**config.mk**
```make
export PLATFORM = sky130hd
export DESIGN_NAME = dmem_arbiter
export DESIGN_NICKNAME = d
export VERILOG_FILES = /design/src/rtl/dmem_arbiter.sv
export SDC_FILE = /design/constraint.sdc
export NUM_CORES = 1
export LEC_CHECK = 0
export ABC_CLOCK_PERIOD_IN_PS = 10000
export CAP_MARGIN = 20
export CORE_MARGIN = 3
export CORE_UTILIZATION = 43
export CTS_BUF_LIST = sky130_fd_sc_hd__clkbuf_16
export CTS_CLUSTER_DIAMETER = 30
export DETAILED_ROUTE_END_ITERATION = 6
export PLACE_DENSITY = 0.95
export SYNTH_ARGS = -nofsm -noshare
export SYNTH_HDL_FRONTEND = slang
export SYNTH_SLANG_ARGS = --single-unit
```
**constraint.sdc**
```tcl
create_clock -name clk -period 10 [get_ports clk]
set_input_delay 2 -clock clk [delete_from_list [all_inputs] [get_ports clk]]
set_output_delay 2 -clock clk [all_outputs]
set_load 0.02 [all_outputs]
```
**src/rtl/dmem_arbiter.sv**
```systemverilog
// -----------------------------------------------------------------------------
// dmem_arbiter
//
// Purpose:
//   Arbitrates two load/store lanes (lane 1 = older, lane 2 = younger) onto a
//   dual-ported data memory. Two stores in the same cycle, or a lane-1 store
//   followed by an overlapping lane-2 load, are serialised. In that case the
//   pipeline stalls for one cycle. The lane-2 access is then buffered and
//   issued in a DRAIN cycle (for a store) or a REPLAY cycle (for a load).
//
// Ports:
//   clk, rst                       clock, synchronous active-high reset
//   MemWrite1_i/MemWrite2_i        lane store requests (store wins over load)
//   MemRead1_i/MemRead2_i          lane load requests
//   A1_i/A2_i, WD1_i/WD2_i         lane byte address / store data
//   Funct3_1_i/Funct3_2_i          lane load/store type
//   WE1/WE2                        memory port write enables
//   A1/A2, WD1/WD2                 memory port address / write data (0 when idle)
//   AddressingControl1/2           memory port funct3 (0 when idle)
//   Stall                          freeze both lanes this cycle
//   ConflictCount                  number of stall events
//
// Configuration:
//   DMEM_ARB_PERF_EN  when defined, ConflictCount is a wrapping 32-bit counter
//                     of IDLE->DRAIN / IDLE->REPLAY transitions. Otherwise it
//                     is tied to 0.
// -----------------------------------------------------------------------------
module dmem_arbiter #(
  parameter int XLEN          = 32,
  parameter int ADDRESS_WIDTH = 17
) (
  input  logic            clk,
  input  logic            rst,
  input  logic            MemWrite1_i,
  input  logic            MemWrite2_i,
  input  logic            MemRead1_i,
  input  logic            MemRead2_i,
  input  logic [XLEN-1:0] A1_i,
  input  logic [XLEN-1:0] A2_i,
  input  logic [XLEN-1:0] WD1_i,
  input  logic [XLEN-1:0] WD2_i,
  input  logic [2:0]      Funct3_1_i,
  input  logic [2:0]      Funct3_2_i,
  output logic            WE1,
  output logic            WE2,
  output logic [XLEN-1:0] A1,
  output logic [XLEN-1:0] A2,
  output logic [XLEN-1:0] WD1,
  output logic [XLEN-1:0] WD2,
  output logic [2:0]      AddressingControl1,
  output logic [2:0]      AddressingControl2,
  output logic            Stall,
  output logic [31:0]     ConflictCount
);

  typedef enum logic [1:0] {IDLE, DRAIN, REPLAY} state_t;

  state_t state, state_nxt;

  // Byte count of an access; funct3[1:0] == 11 is treated as zero-size.
  function automatic logic [ADDRESS_WIDTH:0] access_size(input logic [2:0] f3);
    logic [ADDRESS_WIDTH:0] sz;
    sz = '0;
    case (f3[1:0])
      2'b00:   sz[2:0] = 3'd1;
      2'b01:   sz[2:0] = 3'd2;
      2'b10:   sz[2:0] = 3'd4;
      default: sz[2:0] = 3'd0;
    endcase
    return sz;
  endfunction

  // A store on a lane takes precedence over a simultaneous load.
  logic st1, st2, ld1, ld2;
  assign st1 = MemWrite1_i;
  assign st2 = MemWrite2_i;
  assign ld1 = MemRead1_i & ~MemWrite1_i;
  assign ld2 = MemRead2_i & ~MemWrite2_i;

  // The extra zero MSB keeps a+size from wrapping at the top of the address space.
  logic [ADDRESS_WIDTH:0] a1_ext, a2_ext;
  logic                   overlap;
  assign a1_ext  = {1'b0, A1_i[ADDRESS_WIDTH-1:0]};
  assign a2_ext  = {1'b0, A2_i[ADDRESS_WIDTH-1:0]};
  assign overlap = (a1_ext < (a2_ext + access_size(Funct3_2_i))) &&
                   (a2_ext < (a1_ext + access_size(Funct3_1_i)));

  logic ss_conflict, sl_conflict, capture;
  assign ss_conflict = st1 & st2;
  assign sl_conflict = st1 & ld2 & overlap;
  assign capture     = (state == IDLE) & (ss_conflict | sl_conflict) & ~rst;

  // Lane-2 access held over from the stall cycle to the DRAIN/REPLAY cycle.
  logic [XLEN-1:0] buf_addr_p1, buf_data_p1;
  logic [2:0]      buf_f3_p1;

  always_ff @(posedge clk) begin
    if (rst) begin
      state       <= IDLE;
      buf_addr_p1 <= '0;
      buf_data_p1 <= '0;
      buf_f3_p1   <= '0;
    end else begin
      state <= state_nxt;
      if (capture) begin
        buf_addr_p1 <= A2_i;
        buf_data_p1 <= WD2_i;
        buf_f3_p1   <= Funct3_2_i;
      end
    end
  end

  always_comb begin
    state_nxt          = state;
    WE1                = 1'b0;
    WE2                = 1'b0;
    A1                 = '0;
    A2                 = '0;
    WD1                = '0;
    WD2                = '0;
    AddressingControl1 = '0;
    AddressingControl2 = '0;
    Stall              = 1'b0;

    if (rst) begin
      // All ports are quiet during reset, so a pending DRAIN store is dropped.
      state_nxt = IDLE;
    end else begin
      case (state)
        IDLE: begin
          if (st1 | ld1) begin
            A1                 = A1_i;
            AddressingControl1 = Funct3_1_i;
          end
          if (st1) begin
            WE1 = 1'b1;
            WD1 = WD1_i;
          end

          if (ss_conflict) begin
            // Port 2 stays idle; the younger store goes out next cycle.
            Stall     = 1'b1;
            state_nxt = DRAIN;
          end else begin
            if (st2 | ld2) begin
              A2                 = A2_i;
              AddressingControl2 = Funct3_2_i;
            end
            if (st2) begin
              WE2 = 1'b1;
              WD2 = WD2_i;
            end
            if (sl_conflict) begin
              // The load is presented now but its data is stale; it is
              // re-issued in REPLAY after the store has landed.
              Stall     = 1'b1;
              state_nxt = REPLAY;
            end
          end
        end

        DRAIN: begin
          WE2                = 1'b1;
          A2                 = buf_addr_p1;
          WD2                = buf_data_p1;
          AddressingControl2 = buf_f3_p1;
          state_nxt          = IDLE;
        end

        REPLAY: begin
          A2                 = buf_addr_p1;
          AddressingControl2 = buf_f3_p1;
          state_nxt          = IDLE;
        end

        default: state_nxt = IDLE;
      endcase
    end
  end

`ifdef DMEM_ARB_PERF_EN
  logic [31:0] conflict_cnt;

  always_ff @(posedge clk) begin
    if (rst) begin
      conflict_cnt <= '0;
    end else if ((state == IDLE) && (state_nxt != IDLE)) begin
      conflict_cnt <= conflict_cnt + 32'd1;
    end
  end

  assign ConflictCount = conflict_cnt;
`else
  assign ConflictCount = '0;
`endif

endmodule

```
==> results of run 1 <==
## sequential cells by signal, summed over array words and instances (netlist names)
signal and cells:
buf_data_p1 32, state 2, buf_f3_p1 3, buf_addr_p1 32
## metal layers
| metal | share of wire | global-route usage | vias to the layer above |
|---|---|---|---|
| li1 | - | - | 3040 |
| met1 | 0.40 | 0.330 | 3037 |
| met2 | 0.49 | 0.457 | 341 |
| met3 | 0.083 | 0.0590 | 39 |
| met4 | 0.023 | 0.0749 | 0 |
| met5 | 0 | 0 | - |
## where the power goes
part           leakage, nW  internal [mW]  switching (mW)
clock network        0.165          0.243           0.123
registers            0.564          0.297          0.0158
logic                 3.03          0.165           0.183
## layout by cell type (no fill, tap or decap), drive strengths merged, types with 16 or more instances in the layout
master / netlist / routed
a21oi: 20 / 20
conb: 1 / 32
and2: 40 / 40
and3: 100 / 100
nand2: 16 / 16
nor2: 83 / 83
clkdlybuf4s50: 0 / 276
ha: 41 / 41
a22oi: 67 / 67
a221o: 67 / 67
dfxtp: 69 / 69
xor2: 16 / 16
## area by class of cell
class                      count  area, um2
sequential                    69       1380
inverter                       6       22.5
multi-input combinational    565       4000
clock buffer                   9        225
fill                         998       4010
timing repair buffer         287       2870
clock inverter                 6        113
tap                          172        215
## per-stage QoR
| step | setup slack, ns | hold WS (ns) | cells | power, mW | cell area, um2 |
|---|---|---|---|---|---|
| after global routing | 1.45 | 0.523 | 1114 | 1.07 | 8820 |
| final | 1.70 | 0.506 | 1114 | 1.03 | 8820 |
| after detailed placement | 1.73 | 0.487 | 1099 | 0.663 | 8480 |
| after global placement | 1.91 | 0.485 | 1098 | 0.653 | 8450 |
| after floorplan | 3.13 | 0.469 | 734 | 0.509 | 5870 |
| after CTS | 1.72 | 0.507 | 1114 | 1.03 | 8820 |
## how the worst max path moves through the flow
stage	from	endpoint	slack [ns]	cells past startpoint
floorplan	Funct3_1_i[1]	Stall	3.13	16
global placement	Funct3_1_i[1]	Stall	1.91	17
detailed placement	Funct3_1_i[1]	Stall	1.73	17
CTS	Funct3_1_i[1]	Stall	1.72	17
global route	Funct3_1_i[0]	Stall	1.45	16
finish	Funct3_1_i[1]	Stall	1.70	17
## cells by family (layout without fill, tap and decap cells)
logic type      Yosys count  after routing  synth area share
xor+xnor                 30             30            0.0457
other cells               1             32          0.000652
flops                    69             69             0.240
simple gates            281            281             0.262
compound gates          179            179             0.262
buf+inv                 100            308            0.0927
fa+ha+maj                43             43            0.0961
==> impl_metrics.py, run 1 <==
metrics = {
    "status": {
        "status": "complete, no violations",
    },
    "drt": {
        "via_per_inst": 5.80,
        "wl_mm": 20.5,
        "drt_iter0_drc": 645,
        "vias": 6457,
        "wl_per_cell_um": 18.4,
        "drtPass1Iterations": 5,
        "ant_nets": 0,
        "drc_errors": 0,
    },
    "timing": {
        "fin_worst_skew_ns": 0.00591,
        "fin_crit_ns": 8.30,
        "period_share": 0.830,
        "fmax_ghz": 0.120,
        "slew_viol_final": 0,
        "finalSetupTns_ns": 0,
        "slew_headroom": 0.434,
        "worst_pin_slew_ns": 0.848,
        "rsz0062_at_grt": "no",
        "setup_viol": 0,
        "finalHoldViolations": 0,
    },
    "floorplan": {
        "die_w_um": 122,
        "die_height_um": 122,
        "core-area_um2": 12800,
        "ios": 309,
        "fp.dieArea_um2": 14800,
        "start_util": 0.448,
        "rows": 41,
    },
    "critical_path": {
        "criticalPathCategory": "in2out",
        "r2r_slack_ns": 7.37,
        "critical-path-top-delay-family": "compound AO/OA/AOI/OAI gates",
        "crit_fanout": 5,
        "r2r_end": "buf_addr_p1[26]",
        "worstPathRequired_ns": 8.00,
        "rr_worst_depth": 8,
        "r2r_start": "state[1]",
        "crit_chain": "clkdlybuf4s50_1, nor2_1, ha_1, fa_1, a21oi_1, nor3b_1, and2_1, nand2_1, xor2_1, ha_1, o21a_1, a21oi_1, o41ai_2, a2111oi_4, o31ai_1, a21oi_4, clkdlybuf4s50_1",
        "cp.arrival_ns": 6.30,
        "end_kind": "output port",
        "path_buf_inv": 2,
        "crit_path_max_incr_delay_ns": 0.67,
        "critical_path.startpoint_type": "input port",
        "crit_slowest_cell": "clkdlybuf4s50_1",
    },
    "yosys": {
        "post-synth-top-count-cell": "and3_1",
        "synth_cells": 703,
        "ys_ff_latch": 69,
        "synth_area_leader_cell": "dfxtp_1",
        "asyncSetResetFlopFracSynth": 0,
        "ys.flop_type": "dfxtp_1",
        "ys.warnings.count": 0,
        "yosysSeqAreaShare": 0.240,
        "synth_top_area_frac": 0.240,
        "synth_top_cells_by_count": "and3_1 (100), nor2_1 (83), dfxtp_1 (69)",
        "syn_avg_cell_area_um2": 8.18,
        "synthDistinctLibCells": 44,
        "syn_area_um2": 5750,
        "synth_edf_count": 0,
        "synthTopCellsByArea": "dfxtp_1 (24%), a221o_1 (12%), and3_1 (11%), ha_1 (8.9%), a22oi_1 (8.7%)",
    },
    "cts": {
        "clk_pin_slew_ns": 0.06,
        "cts_resized": 0,
        "cts_tree": "yes",
        "cts_hold_buffers": 0,
        "clockBufferDepth": 2,
        "postCtsSetupBuffers": 0,
        "cts_sinks": 69,
        "cts_inserted_buffers": 9,
        "htreeDepth": 3,
        "cts-root-buf": "clkbuf_16",
        "clkLatencyLatePin_ns": 0.32,
    },
    "pwr": {
        "p_leak_nw": 3.76,
        "power.density_nw_per_um2": 116,
        "ir_drop_uv": 92.5,
    },
    "global_routing": {
        "grt_max_degree": 70,
        "antenna_found_initial": 0,
        "grt_pass1_wl_mm": 32.4,
        "grt_remaining_overflow": 0,
        "grtUsageTotal": 0.264,
        "first_global_vias": 6390,
    },
    "final_layout": {
        "antenna_cells": 0,
        "fin_util": 0.688,
        "area_growth_pct": 53.3,
        "drive_gt1_frac": 0.0403,
        "nets": 1121,
    },
    "hold_path": {
        "hp-start": "buf_data_p1[18]",
        "hp-class": "reg2reg",
        "hold_path_end": "buf_data_p1[18]",
        "hold_depth": 1,
    },
    "place": {
        "portBuffers": 276,
        "hpwl_mm": 15.1,
        "place.gp.congestion": 0.856,
    },
    "job": {
        "maxCapViolCount": 0,
    },
}
No activity file was read; power rests on OpenSTA's default activity.
==> run 2: changes to the inputs <==
==> config.mk (replaced) <==
export PLATFORM = sky130hd
export DESIGN_NAME = dmem_arbiter
export DESIGN_NICKNAME = d
export VERILOG_FILES = /design/src/rtl/dmem_arbiter.sv
export SDC_FILE = /design/constraint.sdc
export NUM_CORES = 1
export LEC_CHECK = 0
export ABC_CLOCK_PERIOD_IN_PS = 6900
export CAP_MARGIN = 20
export CORE_MARGIN = 3
export CORE_UTILIZATION = 36
export CTS_BUF_LIST = sky130_fd_sc_hd__clkbuf_16
export CTS_CLUSTER_DIAMETER = 30
export DETAILED_ROUTE_END_ITERATION = 6
export PLACE_DENSITY = 0.89
export SYNTH_ARGS = -nofsm -noshare
export SYNTH_HDL_FRONTEND = slang
export SYNTH_SLANG_ARGS = --single-unit
==> constraint.sdc (replaced) <==
create_clock -name clk -period 6.9 [get_ports clk]
set_input_delay 1.38 -clock clk [delete_from_list [all_inputs] [get_ports clk]]
set_output_delay 1.38 -clock clk [all_outputs]
set_load 0.02 [all_outputs]
==> run 2 against run 1 <==
Clock skew down 0.00083 ns. Sequential power up 45%. Sequential cell count unchanged. Sequential share of layout area about the same. Critical path depth down 1. Cell count up 3.9%. Die area up 18%. Critical endpoint unchanged.
==> impl_metrics.py, run 2 (same netlist as run 1, synthesis figures left out) <==
metrics = {
    "status": {
        "status": "complete, no violations",
    },
    "critical_path": {
        "critical_path.startpoint_type": "input port",
        "r2r_slack_ns": 4.24,
        "crit_fanout": 5,
        "end_kind": "output port",
        "worstPathRequired_ns": 5.52,
        "criticalPathCategory": "in2out",
        "cp.arrival_ns": 5.23,
    },
    "drt": {
        "ant_nets": 0,
        "vias": 6367,
        "drc_errors": 0,
        "wl_per_cell_um": 17.7,
        "drtPass1Iterations": 5,
        "via_per_inst": 5.50,
        "drt_iter0_drc": 480,
        "wl_mm": 20.5,
    },
    "timing": {
        "rsz0062_at_grt": "no",
        "fmax_ghz": 0.151,
        "fin_worst_skew_ns": 0.00508,
        "slew_headroom": 0.351,
        "worst_pin_slew_ns": 0.973,
        "setup_slack_ns": 0.291,
        "fin_crit_ns": 6.61,
        "setup_viol": 0,
        "slew_viol_final": 0,
        "period_share": 0.958,
        "finalHoldViolations": 0,
    },
    "global_routing": {
        "first_global_vias": 6264,
        "grt_remaining_overflow": 0,
        "grtUsageTotal": 0.222,
        "grt_max_degree": 68,
        "grt_pass1_wl_mm": 32.6,
        "antenna_found_initial": 0,
    },
    "final_layout": {
        "register_area_um2": 1380,
        "fin_cells": 1157,
        "multi_input_area_um2": 4000,
        "drive_gt1_frac": 0.0412,
        "antenna_cells": 0,
        "nets": 1124,
        "fin_area_um2": 8790,
        "reg_top3": "buf_addr_p1: 32 flops, buf_data_p1: 32 flops, buf_f3_p1: 3 flops",
        "final_common_cell": "clkdlybuf4s50_1",
        "n_fill_cell": 1409,
        "area_growth_pct": 52.8,
        "layout_common_cells": "clkdlybuf4s50_1 (275), and3_1 (100), nor2_1 (80)",
    },
    "cts": {
        "postCtsSetupBuffers": 0,
        "htreeDepth": 3,
        "clockBufferDepth": 2,
        "cts_sinks": 69,
        "clkLatencyLatePin_ns": 0.32,
        "cts_inserted_buffers": 9,
        "cts-root-buf": "clkbuf_16",
        "clk_pin_slew_ns": 0.06,
        "cts_tree": "yes",
    },
    "floorplan": {
        "core-area_um2": 15400,
        "die_w_um": 132,
        "fp.dieArea_um2": 17500,
        "ios": 309,
        "start_util": 0.373,
        "rows": 45,
        "die_height_um": 132,
    },
    "pwr": {
        "power.density_nw_per_um2": 156,
        "p_leak_nw": 3.75,
        "total_power_mw": 1.37,
        "ir_drop_uv": 104,
    },
    "place": {
        "placed_cells": 1141,
        "place.gp.congestion": 0.892,
        "place_ws_ns": -0.0150,
        "portBuffers": 276,
        "placed_area_um2": 8530,
        "hpwl_mm": 14.9,
    },
    "hold_path": {
        "hp-class": "reg2reg",
    },
    "job": {
        "maxCapViolCount": 0,
    },
}
==> run 2: cell types whose count changed in the layout (fill, tap and decap cells not counted), moves of 2 or more <==
cell / previous run / this run
buf_4: 10 / 14
bufinv_16: 3 / 0
clkinv_2: 1 / 3
inv_1: 6 / 8
==> run 2: final timing paths <==
kind | startpoint | endpoint | cells past startpoint
setup / recovery | Funct3_1_i[0] | Stall | 16
hold / removal | buf_data_p1[7] | buf_data_p1[7] | 1
setup reg to reg | state[1] | buf_addr_p1[28] | 8
hold reg to reg | buf_data_p1[7] | buf_data_p1[7] | 1
==> run 2: report_power, final <==
part / leakage [nW] / internal [mW] / switching (mW) / total (mW)
combinational: 3.04 / 0.239 / 0.263 / 0.502
clock: 0.139 / 0.238 / 0.176 / 0.414
sequential: 0.564 / 0.430 / 0.0227 / 0.453
==> run 2: per-stage QoR <==
step	hold WS, ns	TNS [ns]	utilization
floorplan	0.469	0	-
global placement	0.484	0	0.553
detailed placement	0.488	-0.0150	0.553
CTS	0.506	0	0.570
global route	0.521	0	0.570
finish	0.506	0	0.570
==> run 2: what timing repair did <==
action / CTS / global route
hold buffers: 0 / 0
resized for setup: 1 / 0
setup endpoints to repair: 1 / 0
==> run 2: layout make-up <==
type | count | share of cell area
Inverter | 6 | 0.00256
Tap cell | 211 | 0.0300
Timing Repair Buffer | 290 | 0.326
Clock buffer | 9 | 0.0256
Clock inverter | 7 | 0.00399
Sequential cell | 69 | 0.157
Multi-Input combinational cell | 565 | 0.455
==> run 2: worst max-delay path, cell delays in order <==
cell	delay (ns)
clkdlybuf4s50_1	0.51
nor2b_1	0.25
fa_1	0.25
a21oi_1	0.09
nor3b_1	0.29
and2_1	0.29
nand2_1	0.09
xor2_1	0.15
ha_1	0.30
o21a_1	0.19
a21oi_1	0.16
o41ai_2	0.11
a2111oi_4	0.45
o31ai_1	0.15
a21oi_4	0.20
dlygate4sd2_1	0.36
==> run 2: metal layers <==
| metal | routed length, um | GRT usage |
|---|---|---|
| met5 | 0 | 0 |
| met1 | 8560 | 0.279 |
| met3 | 1480 | 0.0466 |
| met2 | 10000 | 0.383 |
| met4 | 477 | 0.0641 |
